--- src/rtl/three_eight_pkg.sv ---
// Shared types and widths for the 3:8 pulse decoder and its phase timer.
package three_eight_pkg;

  localparam int DEC_CODE_W = 3;
  localparam int DEC_OUT_W  = 8;
  localparam int TIMER_W    = 8;

  typedef enum logic [1:0] {
    IDLE  = 2'b00,
    DRIVE = 2'b01,
    GAP   = 2'b10
  } dec_state_e;

  // An X/Z code yields an X select bus; there is deliberately no recovery.
  function automatic logic [DEC_OUT_W-1:0] onehot(input logic [DEC_CODE_W-1:0] code);
    return DEC_OUT_W'(1) << code;
  endfunction

endpackage

--- src/rtl/dec_len_timer.sv ---
// Loadable down-counter shared by the DRIVE and GAP phases; clr beats load beats dec.
module dec_len_timer
  import three_eight_pkg::*;
(
  input  logic               clk,
  input  logic               rst_n,
  input  logic               load,
  input  logic [TIMER_W-1:0] load_val,
  input  logic               dec,
  input  logic               clr,
  output logic               zero
);

  logic [TIMER_W-1:0] cnt_q, cnt_d;

  always_comb begin
    // NOTE: every output of this block is defaulted first so no path can infer a latch.
    cnt_d = cnt_q;
    if (clr) begin
      cnt_d = '0;
    end else if (load) begin
      cnt_d = load_val;
    end else if (dec && (cnt_q != '0)) begin
      cnt_d = cnt_q - TIMER_W'(1);
    end
  end

  // NOTE: non-blocking assignments so every flop samples pre-edge values.
  always_ff @(posedge clk or negedge rst_n) begin
    if (!rst_n) begin
      cnt_q <= '0;
    end else begin
      cnt_q <= cnt_d;
    end
  end

  assign zero = (cnt_q == '0);

endmodule

--- src/rtl/three_eight_pulse_decoder.sv ---
// 3-bit code in over valid/ready, registered one-hot pulse out for PULSE_LEN cycles, then a GAP_LEN quiet gap.
// Optional completion counter port done_cnt is built when THREE_EIGHT_DONE_CNT_EN is defined.
module three_eight_pulse_decoder
  import three_eight_pkg::*;
#(
  parameter int PULSE_LEN = 4,
  parameter int GAP_LEN   = 1
) (
  input  logic                  clk,
  input  logic                  rst_n,
  input  logic                  en,
  input  logic [DEC_CODE_W-1:0] in_code,
  input  logic                  in_valid,
  output logic                  in_ready,
  output logic [DEC_OUT_W-1:0]  out,
  output logic                  out_active,
  output logic                  done
`ifdef THREE_EIGHT_DONE_CNT_EN
  ,
  output logic [7:0]            done_cnt
`endif
);

  if (PULSE_LEN < 1 || PULSE_LEN > 255) begin : g_bad_pulse_len
    $error("three_eight_pulse_decoder: PULSE_LEN must be in 1..255");
  end
  if (GAP_LEN < 0 || GAP_LEN > 255) begin : g_bad_gap_len
    $error("three_eight_pulse_decoder: GAP_LEN must be in 0..255");
  end

  localparam bit                 HAS_GAP    = (GAP_LEN > 0);
  localparam logic [TIMER_W-1:0] PULSE_LOAD = TIMER_W'(PULSE_LEN - 1);
  localparam logic [TIMER_W-1:0] GAP_LOAD   = TIMER_W'(HAS_GAP ? GAP_LEN - 1 : 0);

  dec_state_e            state_q, state_d;
  logic [DEC_OUT_W-1:0]  out_q, out_d;
  logic                  out_active_q, out_active_d;
  logic                  done_q, done_d;
  logic [DEC_CODE_W-1:0] code_q, code_d;

  logic               tmr_load;
  logic [TIMER_W-1:0] tmr_load_val;
  logic               tmr_dec;
  logic               tmr_clr;
  logic               tmr_zero;
  logic               accept;

  assign in_ready = en && (state_q == IDLE);
  assign accept   = in_valid && in_ready;

  dec_len_timer u_timer (
    .clk      (clk),
    .rst_n    (rst_n),
    .load     (tmr_load),
    .load_val (tmr_load_val),
    .dec      (tmr_dec),
    .clr      (tmr_clr),
    .zero     (tmr_zero)
  );

  always_comb begin
    state_d      = state_q;
    out_d        = out_q;
    out_active_d = out_active_q;
    done_d       = 1'b0;
    code_d       = code_q;
    tmr_load     = 1'b0;
    tmr_load_val = '0;
    tmr_dec      = 1'b0;
    tmr_clr      = 1'b0;

    // Dropping en anywhere outside IDLE abandons the pulse without a done.
    if (!en && (state_q != IDLE)) begin
      state_d      = IDLE;
      out_d        = '0;
      out_active_d = 1'b0;
      tmr_clr      = 1'b1;
    end else begin
      case (state_q)
        IDLE: begin
          if (accept) begin
            code_d       = in_code;
            out_d        = onehot(in_code);
            out_active_d = 1'b1;
            tmr_load     = 1'b1;
            tmr_load_val = PULSE_LOAD;
            state_d      = DRIVE;
          end
        end
        DRIVE: begin
          if (tmr_zero) begin
            out_d        = '0;
            out_active_d = 1'b0;
            done_d       = 1'b1;
            if (HAS_GAP) begin
              tmr_load     = 1'b1;
              tmr_load_val = GAP_LOAD;
              state_d      = GAP;
            end else begin
              state_d = IDLE;
            end
          end else begin
            out_d   = onehot(code_q);
            tmr_dec = 1'b1;
          end
        end
        GAP: begin
          if (tmr_zero) begin
            state_d = IDLE;
          end else begin
            tmr_dec = 1'b1;
          end
        end
        default: begin
          state_d      = IDLE;
          out_d        = '0;
          out_active_d = 1'b0;
          tmr_clr      = 1'b1;
        end
      endcase
    end
  end

  always_ff @(posedge clk or negedge rst_n) begin
    if (!rst_n) begin
      state_q      <= IDLE;
      out_q        <= '0;
      out_active_q <= 1'b0;
      done_q       <= 1'b0;
      code_q       <= '0;
    end else begin
      state_q      <= state_d;
      out_q        <= out_d;
      out_active_q <= out_active_d;
      done_q       <= done_d;
      code_q       <= code_d;
    end
  end

  assign out        = out_q;
  assign out_active = out_active_q;
  assign done       = done_q;

`ifdef THREE_EIGHT_DONE_CNT_EN
  logic [7:0] done_cnt_q, done_cnt_d;

  // Counts edges that see done high; saturates instead of wrapping.
  always_comb begin
    done_cnt_d = done_cnt_q;
    if (done_q && (done_cnt_q != 8'hFF)) begin
      done_cnt_d = done_cnt_q + 8'd1;
    end
  end

  always_ff @(posedge clk or negedge rst_n) begin
    if (!rst_n) begin
      done_cnt_q <= 8'h00;
    end else begin
      done_cnt_q <= done_cnt_d;
    end
  end

  assign done_cnt = done_cnt_q;
`endif

endmodule

--- config.mk ---
export PLATFORM = sky130hd
export DESIGN_NAME = three_eight_pulse_decoder
export DESIGN_NICKNAME = d
export VERILOG_FILES = /design/src/rtl/three_eight_pkg.sv /design/src/rtl/dec_len_timer.sv /design/src/rtl/three_eight_pulse_decoder.sv
export SDC_FILE = /design/constraint.sdc
export NUM_CORES = 1
export LEC_CHECK = 0
export ABC_AREA = 1
export BUFFER_PORTS_ARGS = -buffer_cell sky130_fd_sc_hd__buf_2
export CAP_MARGIN = 0
export CORE_ASPECT_RATIO = 0.5
export CORE_MARGIN = 2
export CORE_UTILIZATION = 40
export DETAILED_ROUTE_END_ITERATION = 10
export PLACE_DENSITY = 0.6
export RECOVER_POWER = 25
export SYNTH_ARGS = -nofsm -noshare
export SYNTH_HDL_FRONTEND = slang
export SYNTH_SLANG_ARGS = --single-unit
--- constraint.sdc ---
create_clock -name clk -period 2.1 [get_ports clk]
set_input_delay 0.105 -clock clk [delete_from_list [all_inputs] [get_ports clk]]
set_output_delay 0.105 -clock clk [all_outputs]
set_load 0.03 [all_outputs]
# --- After elaboration in Yosys (flattened, before gate mapping) ---
# Cells that the tools add are included.
totals:
  regBits: 23
  in_bits: 7
  output_inout_bits: 11
  word_cells: 62
op_classes:
  add_sub_neg: 1
  n_eq_ne: 6
  n_shift: 2
  muxes: 30
  bitwise: 1
  n_reduce_logical: 16
op_table:
  columns: ["cell", "n"]
  rows:
  - ["$mux W8", 6]
  - ["$pmux W8 S3", 1]
  - ["$shl A1 B3 Y8 const A", 2]
  - ["$mux W2", 7]
  - ["$mux W1", 13]
  - ["$reduce_and A3 Y1", 3]
  - ["$logic_not A8 Y1", 1]
  - ["$reduce_bool A8 Y1", 1]
  - ["$sub A8 B1 Y8 const B", 1]
  - ["$ne A3 B3 Y1 const B", 2]
  - ["$pmux W2 S3", 1]
  - ["$logic_and A1 B1 Y1", 4]
  - ["$ne A3 B2 Y1 const B", 1]
  - ["$pmux W1 S3", 1]
  - ["$reduce_bool A3 Y1", 1]
  - ["$reduce_or A3 Y1", 1]
  - ["$eq A2 B1 Y1 const B", 1]
  - ["$eq A2 B2 Y1 const B", 1]
  - ["$logic_not A2 Y1", 1]
  - ["$ne A2 B2 Y1 const B", 1]
  - ["$pmux W1 S2", 1]
  - ["$reduce_and A2 Y1", 1]
  - ["$reduce_bool A2 Y1", 1]
  - ["$reduce_or A2 Y1", 1]
  - ["other kinds (2)", 2]

# --- Longest topological paths before layout ---
# Gate-level depths: netlist of the first run.
logic_depth:
  word_depth: 8
  mapped_depth: 12
  ltp_nobuf: 12

# --- By module ---
# A second synthesis of the first run with hierarchy kept.
hier_totals:
  hier_cells: 210
  hier_area_um2: 1522.7
modules_own_cells:
  columns: ["mod", "n_inst", "cells_per_inst", "area_per_inst_um2"]
  rows:
  - ["three_eight_pulse_decoder", 1, 121, 899.6]
  - ["dec_len_timer", 1, 89, 623.1]

# --- Worst setup path before layout of the first run ---
# OpenSTA, ideal clock, no wires.
synth_timing:
  kind: "register to register"
  startpoint: "register state_q[0]"
  endpoint: "register out_q[0], in the netlist out[0]"
  setup_time_ns: 0.117
  arrival_ns: 1.457
  setup_slack_ns: 0.526
  stages_incl_launch_ff: 12
  n_path_buf: 0
  period_less_slack_ns: 1.574
  cell_sequence: "dfrtp_1 inv_1 ha_1 nand2_1 inv_2 nand2_4 nand2_2 nand2_1 nand2_2 inv_1 nand2_1 nand2_1"
synth_between:
  elab_chain_cells: 5
  elab_cells_between_ends: 12
  cone_classes: "eq/ne: 4; mux: 2; reduce/logical: 6"
synth_lines:
  columns: ["item", "line", "text"]
  rows:
  - ["from (decl)", "three_eight_pulse_decoder.sv:35", "dec_state_e state_q, state_d;"]
  - ["from (signal assigned)", "three_eight_pulse_decoder.sv:132", "state_q <= state_d;"]
  - ["$logic_not A2 Y1", "three_eight_pulse_decoder.sv:48", "assign in_ready = en && (state_q == IDLE);"]
  - ["$logic_and A1 B1 Y1", "three_eight_pulse_decoder.sv:48", null]
  - ["named net in_ready", "three_eight_pulse_decoder.sv:14", "output logic in_ready,"]
  - ["$logic_and A1 B1 Y1", "three_eight_pulse_decoder.sv:49", "assign accept = in_valid && in_ready;"]
  - ["$ne A3 B2 Y1 (no source line)", null, null]
  - ["$reduce_and A2 Y1 (no source line)", null, null]
  - ["to (signal assigned)", "three_eight_pulse_decoder.sv:133", "out_q <= out_d;"]
  - ["to (decl)", "three_eight_pulse_decoder.sv:36", "logic [DEC_OUT_W-1:0] out_q, out_d;"]
# The timed path passes the listed nets, and every way through them passes these cells.
# A chain may end at the register's enable or synchronous reset.

# --- Final worst setup path of the first run ---
layout_timing:
  startpoint: "register state_q[0]"
  endpoint: "register out_q[0], in the netlist out[0]"
layout_between:
  elab_chain_cells: 5
  elab_cells_between_ends: 12
  cone_classes: "eq/ne: 4; mux: 2; reduce/logical: 6"
layout_lines:
  columns: ["item", "line"]
  rows:
  - ["$logic_not A2 Y1", "three_eight_pulse_decoder.sv:48, three_eight_pulse_decoder.sv:79"]
  - ["$logic_and A1 B1 Y1", "three_eight_pulse_decoder.sv:48"]
  - ["$logic_and A1 B1 Y1", "three_eight_pulse_decoder.sv:49"]
  - ["$ne A3 B2 Y1 (no source line)", null]
  - ["$reduce_and A2 Y1 (no source line)", null]
# Parallel ways exist; a longest one is shown, timed or not.

==> impl_metrics.yaml, run 1 <==
run_status:
  status: "complete, no violations"
synth:
  synth_seq_cells: 23
  ys_top_cells_by_area: "dfrtp_1 41%, nand2_1 24%, inv_1 6.6%"
  syn-mean-instance-area_sq_um: 6.82
  synthCells: 208
  ys_seq_area_frac: 0.406
  synth_top_area_frac: 0.406
  yosys.area.top_type: "dfrtp_1"
  syn_area_sq_mm: 0.00142
  synth_cell_types: 18
  yosysWarnings: 0
  syn_nets: 222
setup_path:
  r2r-start: "state_q[0]$_DFFE_PN0P_"
  max_stage_delay_ps: 410
  r2r-end: "out[0]$_DFFE_PN0P_"
  worstPathArrival_ps: 1840
  path_max_fanout: 8
  crit_required_ps: 2270
  path_buf_inv: 3
  cp-end-kind: "flip-flop"
  crit_chain: "inv_1 > ha_1 > nand2_1 > inv_2 > nand2_4 > nand2_2 > nand2_1 > nand2_2 > inv_1 > nand2_1 > nand2_1"
  r2r_slack_ps: 430
  cpLargestDelayFamily: "simple AND/OR/NAND/NOR gates"
  path_common_cell: "nand2_1"
  crit_type: "flip-flop to flip-flop"
  r2r_cells: 11
  slowest_stage: "dfrtp_1"
  worst_setup_path_start_kind: "flip-flop"
timing:
  tightest_slew_ps: 1270
  slew_violations: 0
  setup_violations: 0
  max_freq_ghz: 0.598
  period_minus_slack_ps: 1670
  grt_setup_unrepaired: "false"
  fin_setup_tns_ps: 0
  setup_slack_ps: 427
  hold_violations: 0
  relSlewSlack: 0.151
  fin_crit_sh: 0.796
  fin_skew_ps: 3.76
global_routing:
  grt_pass1_vias: 1161
  grt.busiest_layer: "met2"
  use_met3: 0.0484
  grt_max_degree: 24
  antenna_found_initial: 0
  grt_pass1_wl_microns: 4990
  met2_usage: 0.266
  overflow: 0
  met1_usage: 0.222
  grt_use_total: 0.162
flow_run:
  drv_cap: 0
cells_and_area:
  multi_input_comb_area_sq_um: 723
  postLayoutCellArea_sq_mm: 0.00162
  syn_to_final_growth_pct: 14.4
  nets: 245
  fin_cells: 281
  layout-drive-gt1-share: 0.157
  regArea_sq_um: 576
  fillerInstances: 362
  antennaDiodeCount: 0
detailed_routing:
  dr.pass1.iters: 4
  drc: 0
  viasPerCell: 4.55
  routed_wl_microns: 2900
  wl_per_cell_microns: 10.3
  detail-route-antenna-nets: 0
  num_vias: 1278
  drt_first_iter_violations: 31
placed_design:
  placed_cell_area_sq_mm: 0.00157
  port_buffers: 17
  dp_hpwl_microns: 2260
  dp_slack_ps: 395
  gp_congestion: 0.865
  place_inst: 276
cts:
  cts_buffer_depth: 2
  clk_pin_slew_ps: 80
  cts.sinks: 23
  cts_made_buffers: 3
  h-tree-depth: 1
  cts_tree: "yes"
  cts_root_buf: "clkbuf_8"
  ctsResizeCount: 0
  clkLatencyLatePin_ps: 270
hold_path:
  hp-class: "input port to flip-flop"
  hp-start: "in_code[2]"
  whs_endpoint: "code_q[2]$_DFFE_PN0P_"
  holdPathStages: 3
power_and_ir_drop:
  p_per_area_mw_per_mm2: 1670
  power.total_w: 0.00271
  leakage_nw: 0.968
  peakVddDrop_uv: 537
floorplan:
  rows: 15
  die_x_microns: 88.2
  core_sq_mm: 0.00342
  ios: 18
  die_y_microns: 46.1
  die_area_sq_mm: 0.00407
  initial_core_util: 0.415
==> report_power, final <==
part           switching, W  total (W)  internal, W
logic               0.00116    0.00167     0.000510
registers          0.000129   0.000762     0.000632
clock network      0.000147   0.000280     0.000133
total               0.00143    0.00271      0.00128
==> cell families (layout without fill, tap and decap cells) <==
kind of cell / after synthesis / after routing / synth area share
buffers and inverters: 31 / 53 / 0.0847
DFF: 23 / 23 / 0.406
AOI/OAI and AO/OA: 15 / 15 / 0.0529
xor gates and xnor gates: 1 / 1 / 0.00617
and+or+nand+nor: 131 / 131 / 0.389
adders and majority gates: 7 / 7 / 0.0617
==> cell usage after synthesis, drive strengths merged <==
master	n
nor2	21
o21ai	10
nand3	11
a21oi	5
dfrtp	23
nor3	3
nand4	1
ha	7
clkinv	1
inv	30
nand2	95
xor2	1
==> metrics by stage <==
| step | hold slack [ps] | util |
|---|---|---|
| floorplan | -191 | - |
| global placement | 116 | 0.459 |
| detailed placement | 122 | 0.459 |
| CTS | 88.8 | 0.475 |
| global route | 93.3 | 0.475 |
| finish | 88.2 | 0.475 |
==> layer usage <==
metal / vias to the layer above / routed length (microns)
met4: 0 / 4
met2: 19 / 1310
met3: 2 / 125
li1: 672 / -
met1: 585 / 1460
met5: - / 0
==> worst max-delay path by stage <==
stage / start / to / slack, ps / cells past startpoint
after floorplan: state_q[0]$_DFFE_PN0P_ / out[0]$_DFFE_PN0P_ / 530 / 11
after global placement: state_q[0]$_DFFE_PN0P_ / out[7]$_DFFE_PN0P_ / 450 / 12
after detailed placement: state_q[0]$_DFFE_PN0P_ / out[0]$_DFFE_PN0P_ / 400 / 11
after CTS: state_q[0]$_DFFE_PN0P_ / out[0]$_DFFE_PN0P_ / 390 / 11
after global routing: state_q[1]$_DFFE_PN0P_ / u_timer.cnt_q[1]$_DFFE_PN0P_ / 230 / 9
final: state_q[0]$_DFFE_PN0P_ / out[0]$_DFFE_PN0P_ / 430 / 11
==> registers in the layout (all words and copies together) (netlist names) <==
| signal | count |
|---|---|
| state_q | 2 |
| out_active | 1 |
| out | 8 |
| code_q | 3 |
| u_timer.cnt_q | 8 |
| done | 1 |
==> layout by cell type, fill, tap and decap left out, types with 4 or more instances in the layout <==
cell type  synthesis  routed
inv_1             25      25
a21oi_1            5       5
ha_1               7       7
inv_2              4       4
o21ai_0           10      10
nor2_1            18      18
buf_2              0      16
nand3_1            9       9
dfrtp_1           23      23
nand2_1           90      90
==> tightest hold or removal path, delay by kind of cell <==
kind | cells | cell delay (ps)
AND/OR/NAND/NOR | 1 | 50
buffers and inverters | 1 | 100
AO/OA/AOI/OAI | 1 | 60
==> layout make-up <==
class / instances / share of cell area
Clock buffer: 3 / 0.0254
Clock inverter: 1 / 0.00308
Inverter: 31 / 0.0740
Multi-Input combinational cell: 154 / 0.446
Sequential cell: 23 / 0.355
Tap cell: 51 / 0.0393
Timing Repair Buffer: 18 / 0.0578
==> timing repair <==
| item | CTS | global route |
|---|---|---|
| buffers inserted | 0 | 0 |
| hold buffers | 1 | 0 |
| hold endpoints to repair | 23 | 0 |
No activity file was read; power rests on OpenSTA's default activity.
==> run 2, diff against run 1 <==
==> constraint.sdc (replaced) <==
create_clock -name clk -period 1.65 [get_ports clk]
set_input_delay 0.0825 -clock clk [delete_from_list [all_inputs] [get_ports clk]]
set_output_delay 0.0825 -clock clk [all_outputs]
set_load 0.03 [all_outputs]
==> impl_metrics.yaml, run 2 (same netlist as run 1, synthesis figures left out) <==
setup_path:
  path_common_cell: "nand2_2"
  r2r_cells: 11
  r2r_slack_ps: 100
  crit_end: "out[5]$_DFFE_PN0P_"
  cp-end-kind: "flip-flop"
  crit_type: "flip-flop to flip-flop"
  crit_required_ps: 1820
  max_stage_delay_ps: 410
  path_max_fanout: 8
  worstPathArrival_ps: 1710
  startpoint: "state_q[1]$_DFFE_PN0P_"
  crit_chain: "inv_2 > ha_4 > nand2_2 > inv_2 > nand2_4 > nand2_4 > nand2_2 > nand2_2 > clkinvlp_4 > nand2_2 > nand2_2"
  slowest_stage: "dfrtp_1"
  r2r-end: "out[5]$_DFFE_PN0P_"
  r2r-start: "state_q[1]$_DFFE_PN0P_"
  worst_setup_path_start_kind: "flip-flop"
detailed_routing:
  viasPerCell: 4.46
  wl_per_cell_microns: 10.5
  drc: 0
  num_vias: 1297
  detail-route-antenna-nets: 0
  dr.pass1.iters: 4
  drt_first_iter_violations: 55
  routed_wl_microns: 3050
cells_and_area:
  regArea_sq_um: 576
  nets: 255
  layout_common_cells: "85 x nand2_1, 23 x dfrtp_1, 22 x inv_1"
  final_common_cell: "nand2_1"
  antennaDiodeCount: 0
  syn_to_final_growth_pct: 23.6
  multi_input_comb_area_sq_um: 776
  fillerInstances: 359
  layout-drive-gt1-share: 0.238
global_routing:
  use_met3: 0.0484
  overflow: 0
  met1_usage: 0.209
  grt_use_total: 0.162
  grt.busiest_layer: "met2"
  grt_max_degree: 24
  grt_pass1_wl_microns: 4950
  met2_usage: 0.280
  grt_pass1_vias: 1139
  antenna_found_initial: 0
timing:
  fin_crit_sh: 0.937
  setup_slack_ps: 104
  relSlewSlack: 0.607
  period_minus_slack_ps: 1550
  grt_setup_unrepaired: "true"
  tightest_slew_ps: 590
  setup_violations: 0
  slew_violations: 0
  hold_violations: 0
  fin_skew_ps: 1.46
  max_freq_ghz: 0.647
placed_design:
  gp_congestion: 0.881
  dp_slack_ps: 14.7
  dp_hpwl_microns: 2270
  port_buffers: 17
cts:
  h-tree-depth: 1
  clkLatencyLatePin_ps: 270
  cts_root_buf: "clkbuf_8"
  clk_pin_slew_ps: 80
  cts.sinks: 23
  cts_tree: "yes"
  cts_buffer_depth: 2
  cts_made_buffers: 3
floorplan:
  die_area_sq_mm: 0.00407
  initial_core_util: 0.415
  core_sq_mm: 0.00342
  die_x_microns: 88.2
  die_y_microns: 46.1
  ios: 18
  rows: 15
power_and_ir_drop:
  power.total_w: 0.00377
  p_per_area_mw_per_mm2: 2150
  peakVddDrop_uv: 841
  leakage_nw: 1.02
hold_path:
  hp-class: "input port to flip-flop"
run_status:
  status: "complete, no violations"
flow_run:
  drv_cap: 0
==> run 2: cell count changes in the layout (fill, tap and decap cells not counted), moves of 2 or more <==
cell / before / now
nor2_4: 0 / 2
nor2_1: 18 / 16
inv_1: 25 / 22
nand2_2: 3 / 7
buf_4: 0 / 10
inv_2: 4 / 6
nand2_1: 90 / 85
==> run 2: worst min-delay path by stage <==
stage                                         to  startpoint  depth (start not counted)  slack, ps
floorplan                  code_q[0]$_DFFE_PN0P_       rst_n                          0       -210
global placement    u_timer.cnt_q[5]$_DFFE_PN0P_       rst_n                          1         90
detailed placement  u_timer.cnt_q[5]$_DFFE_PN0P_       rst_n                          1        110
CTS                        code_q[2]$_DFFE_PN0P_  in_code[2]                          3         60
global route               code_q[2]$_DFFE_PN0P_  in_code[2]                          3         70
finish                     code_q[2]$_DFFE_PN0P_  in_code[2]                          3         60
==> run 2: worst max-delay path: cells and delay by family, from the launching register on <==
kind | cells | cell delay (ps)
and+or+nand+nor | 7 | 520
buffers and inverters | 3 | 350
adders and majority gates | 1 | 170
DFF | 1 | 410
==> run 2: area by class of cell <==
cell class | instances | area share
tap | 51 | 0.0364
multi-input combinational | 154 | 0.442
clock buffer | 4 | 0.0257
inverter | 31 | 0.0706
timing repair buffer | 28 | 0.0970
sequential | 23 | 0.328
==> run 2: timing repair <==
| item | in CTS | in global routing |
|---|---|---|
| pin swaps | 0 | 6 |
| endpoints found under the hold margin | 23 | 0 |
| setup endpoints to repair | 7 | 12 |
| setup buffers | 1 | 4 |
| hold buffers | 1 | 0 |
| resized for setup | 2 | 14 |
==> run 2: power breakdown <==
part           internal (W)  total, W  leakage [nW]  switching (W)
combinational      0.000851   0.00244         0.690        0.00159
clock              0.000173  0.000361        0.0228       0.000188
sequential         0.000806  0.000974         0.304       0.000168
==> run 2: per-layer routing <==
metal  vias up  share of wire  wire (microns)
li1        696              -               -
met1       583           0.48            1450
met2        13           0.48            1470
met3         5          0.034             104
met4         0         0.0056              17
met5         -              0               0
==> run 2: stage by stage <==
step / hold slack (ps) / cells / setup TNS, ps / utilization / cell area (sq um)
floorplan: -213 / 208 / 0 / - / 1420
global placement: 92.5 / 281 / 0 / 0.470 / 1610
detailed placement: 112 / 281 / 0 / 0.470 / 1610
CTS: 63.0 / 287 / 0 / 0.490 / 1670
global route: 68.0 / 291 / -15.8 / 0.514 / 1750
finish: 62.7 / 291 / 0 / 0.514 / 1750
==> run 3, diff against run 2 <==
--- a/config.mk
+++ b/config.mk
@@ -8,9 +8,10 @@
 export ABC_AREA = 1
 export BUFFER_PORTS_ARGS = -buffer_cell sky130_fd_sc_hd__buf_2
 export CAP_MARGIN = 0
-export CORE_ASPECT_RATIO = 0.5
+export CORE_ASPECT_RATIO = 0.9
 export CORE_MARGIN = 2
 export CORE_UTILIZATION = 40
+export CTS_BUF_LIST = sky130_fd_sc_hd__clkbuf_4
 export DETAILED_ROUTE_END_ITERATION = 10
 export PLACE_DENSITY = 0.6
 export RECOVER_POWER = 25
==> impl_metrics.yaml, run 3 (same netlist as run 1, synthesis figures left out) <==
placed_design:
  placed_cell_area_sq_mm: 0.00160
  place_inst: 274
  dp_slack_ps: 106
  port_buffers: 17
  gp_congestion: 0.803
  dp_hpwl_microns: 2220
power_and_ir_drop:
  leakage_nw: 0.991
  p_per_area_mw_per_mm2: 2140
  peakVddDrop_uv: 897
cells_and_area:
  postLayoutCellArea_sq_mm: 0.00169
  antennaDiodeCount: 0
  syn_to_final_growth_pct: 18.8
  nets: 252
  fillerInstances: 337
  final_common_cell: "nand2_1"
  layout_common_cells: "90 x nand2_1, 23 x dfrtp_1, 21 x inv_1"
  fin_cells: 281
  final_util: 0.499
  layout-drive-gt1-share: 0.219
detailed_routing:
  detail-route-antenna-nets: 0
  drc: 0
  drt_first_iter_violations: 103
  viasPerCell: 4.53
  routed_wl_microns: 2900
  dr.pass1.iters: 4
  num_vias: 1274
  wl_per_cell_microns: 10.3
cts:
  cts_made_buffers: 3
  cts.sinks: 23
  clkLatencyLatePin_ps: 310
  cts_buffer_depth: 2
  clk_pin_slew_ps: 130
  cts_tree: "yes"
  h-tree-depth: 1
  cts_root_buf: "clkbuf_4"
floorplan:
  die_x_microns: 66.8
  die_area_sq_mm: 0.00404
  die_y_microns: 60.5
  initial_core_util: 0.420
  rows: 20
  ios: 18
  core_sq_mm: 0.00338
setup_path:
  worstPathArrival_ps: 1740
  path_max_fanout: 8
  crit_type: "flip-flop to flip-flop"
  crit_required_ps: 1870
  worst_setup_path_start_kind: "flip-flop"
  cp-end-kind: "flip-flop"
global_routing:
  overflow: 0
  grt_pass1_vias: 1125
  grt_pass1_wl_microns: 5040
  grt_use_total: 0.164
  antenna_found_initial: 0
  grt_max_degree: 24
timing:
  grt_setup_unrepaired: "false"
  tightest_slew_ps: 1270
  fin_setup_tns_ps: 0
  relSlewSlack: 0.156
  max_freq_ghz: 0.661
  setup_violations: 0
  hold_violations: 0
  fin_skew_ps: 1.58
  slew_violations: 0
  period_minus_slack_ps: 1510
  fin_crit_sh: 0.917
  setup_slack_ps: 138
hold_path:
  hp-class: "input port to flip-flop"
run_status:
  status: "complete, no violations"
flow_run:
  drv_cap: 0
==> run 3: cell types whose count changed in the layout (fill, tap and decap cells not counted), sizes merged <==
cell,previous run,this run
inv,29,30
buf,26,23
clkbuf,5,4
==> run 3: critical path, stage by stage, from the launching register on <==
cell and delay (ps):
dfrtp_1 410, inv_2 100, ha_4 150, nand2_1 60, inv_2 70, nand2_4 70, nand2_4 60, nand2_1 50
nand2_2 110, clkinvlp_4 180, nand2_1 110, nand2_1 50
==> run 3: layout make-up <==
type	count	area, sq um	area share
Clock inverter	1	5.00	0.00297
Timing Repair Buffer	25	146	0.0869
Inverter	31	125	0.0742
Tap cell	44	55.1	0.0327
Multi-Input combinational cell	154	756	0.448
Sequential cell	23	576	0.341
Clock buffer	3	22.5	0.0134
==> run 3: final timing paths <==
check | start | end | slack [ps] | cells past startpoint
min reg2reg | out[0]$_DFFE_PN0P_ | out[0]$_DFFE_PN0P_ | 490 | 2
min | in_code[2] | code_q[2]$_DFFE_PN0P_ | 30 | 3
max | state_q[0]$_DFFE_PN0P_ | out[3]$_DFFE_PN0P_ | 140 | 11
min in group asynchronous | rst_n | state_q[1]$_DFFE_PN0P_ | 540 | 2
max in group asynchronous | rst_n | code_q[0]$_DFFE_PN0P_ | 360 | 2
max reg2reg | state_q[0]$_DFFE_PN0P_ | out[3]$_DFFE_PN0P_ | 140 | 11
==> run 3: metal layers <==
metal  GRT usage  part of all wire  vias to the layer above
li1            -                 -                      689
met1       0.254              0.57                      557
met4      0.0262            0.0055                        0
met5           0                 0                        -
met3      0.0390             0.041                        2
met2       0.236              0.39                       26
==> run 3: power by group <==
| group | switching, W | internal [W] | total (W) |
|---|---|---|---|
| logic | 0.00157 | 0.000801 | 0.00237 |
| clock network | 0.000180 | 0.0000907 | 0.000270 |
| registers | 0.000166 | 0.000804 | 0.000970 |
==> run 3: through the flow <==
step                      total power (W)  hold slack [ps]
after CTS                         0.00350             11.8
after global placement            0.00323              105
after detailed placement          0.00320              101
after global routing              0.00401             34.4
after floorplan                   0.00262             -213
final                             0.00361             25.6
==> run 3: timing repair <==
item / 4_1_cts / 5_1_grt
buffers inserted: 0 / 2
endpoints found under the hold margin: 23 / 0
endpoints found under the setup margin: 0 / 12
resized for setup: 0 / 12
hold buffers: 1 / 0
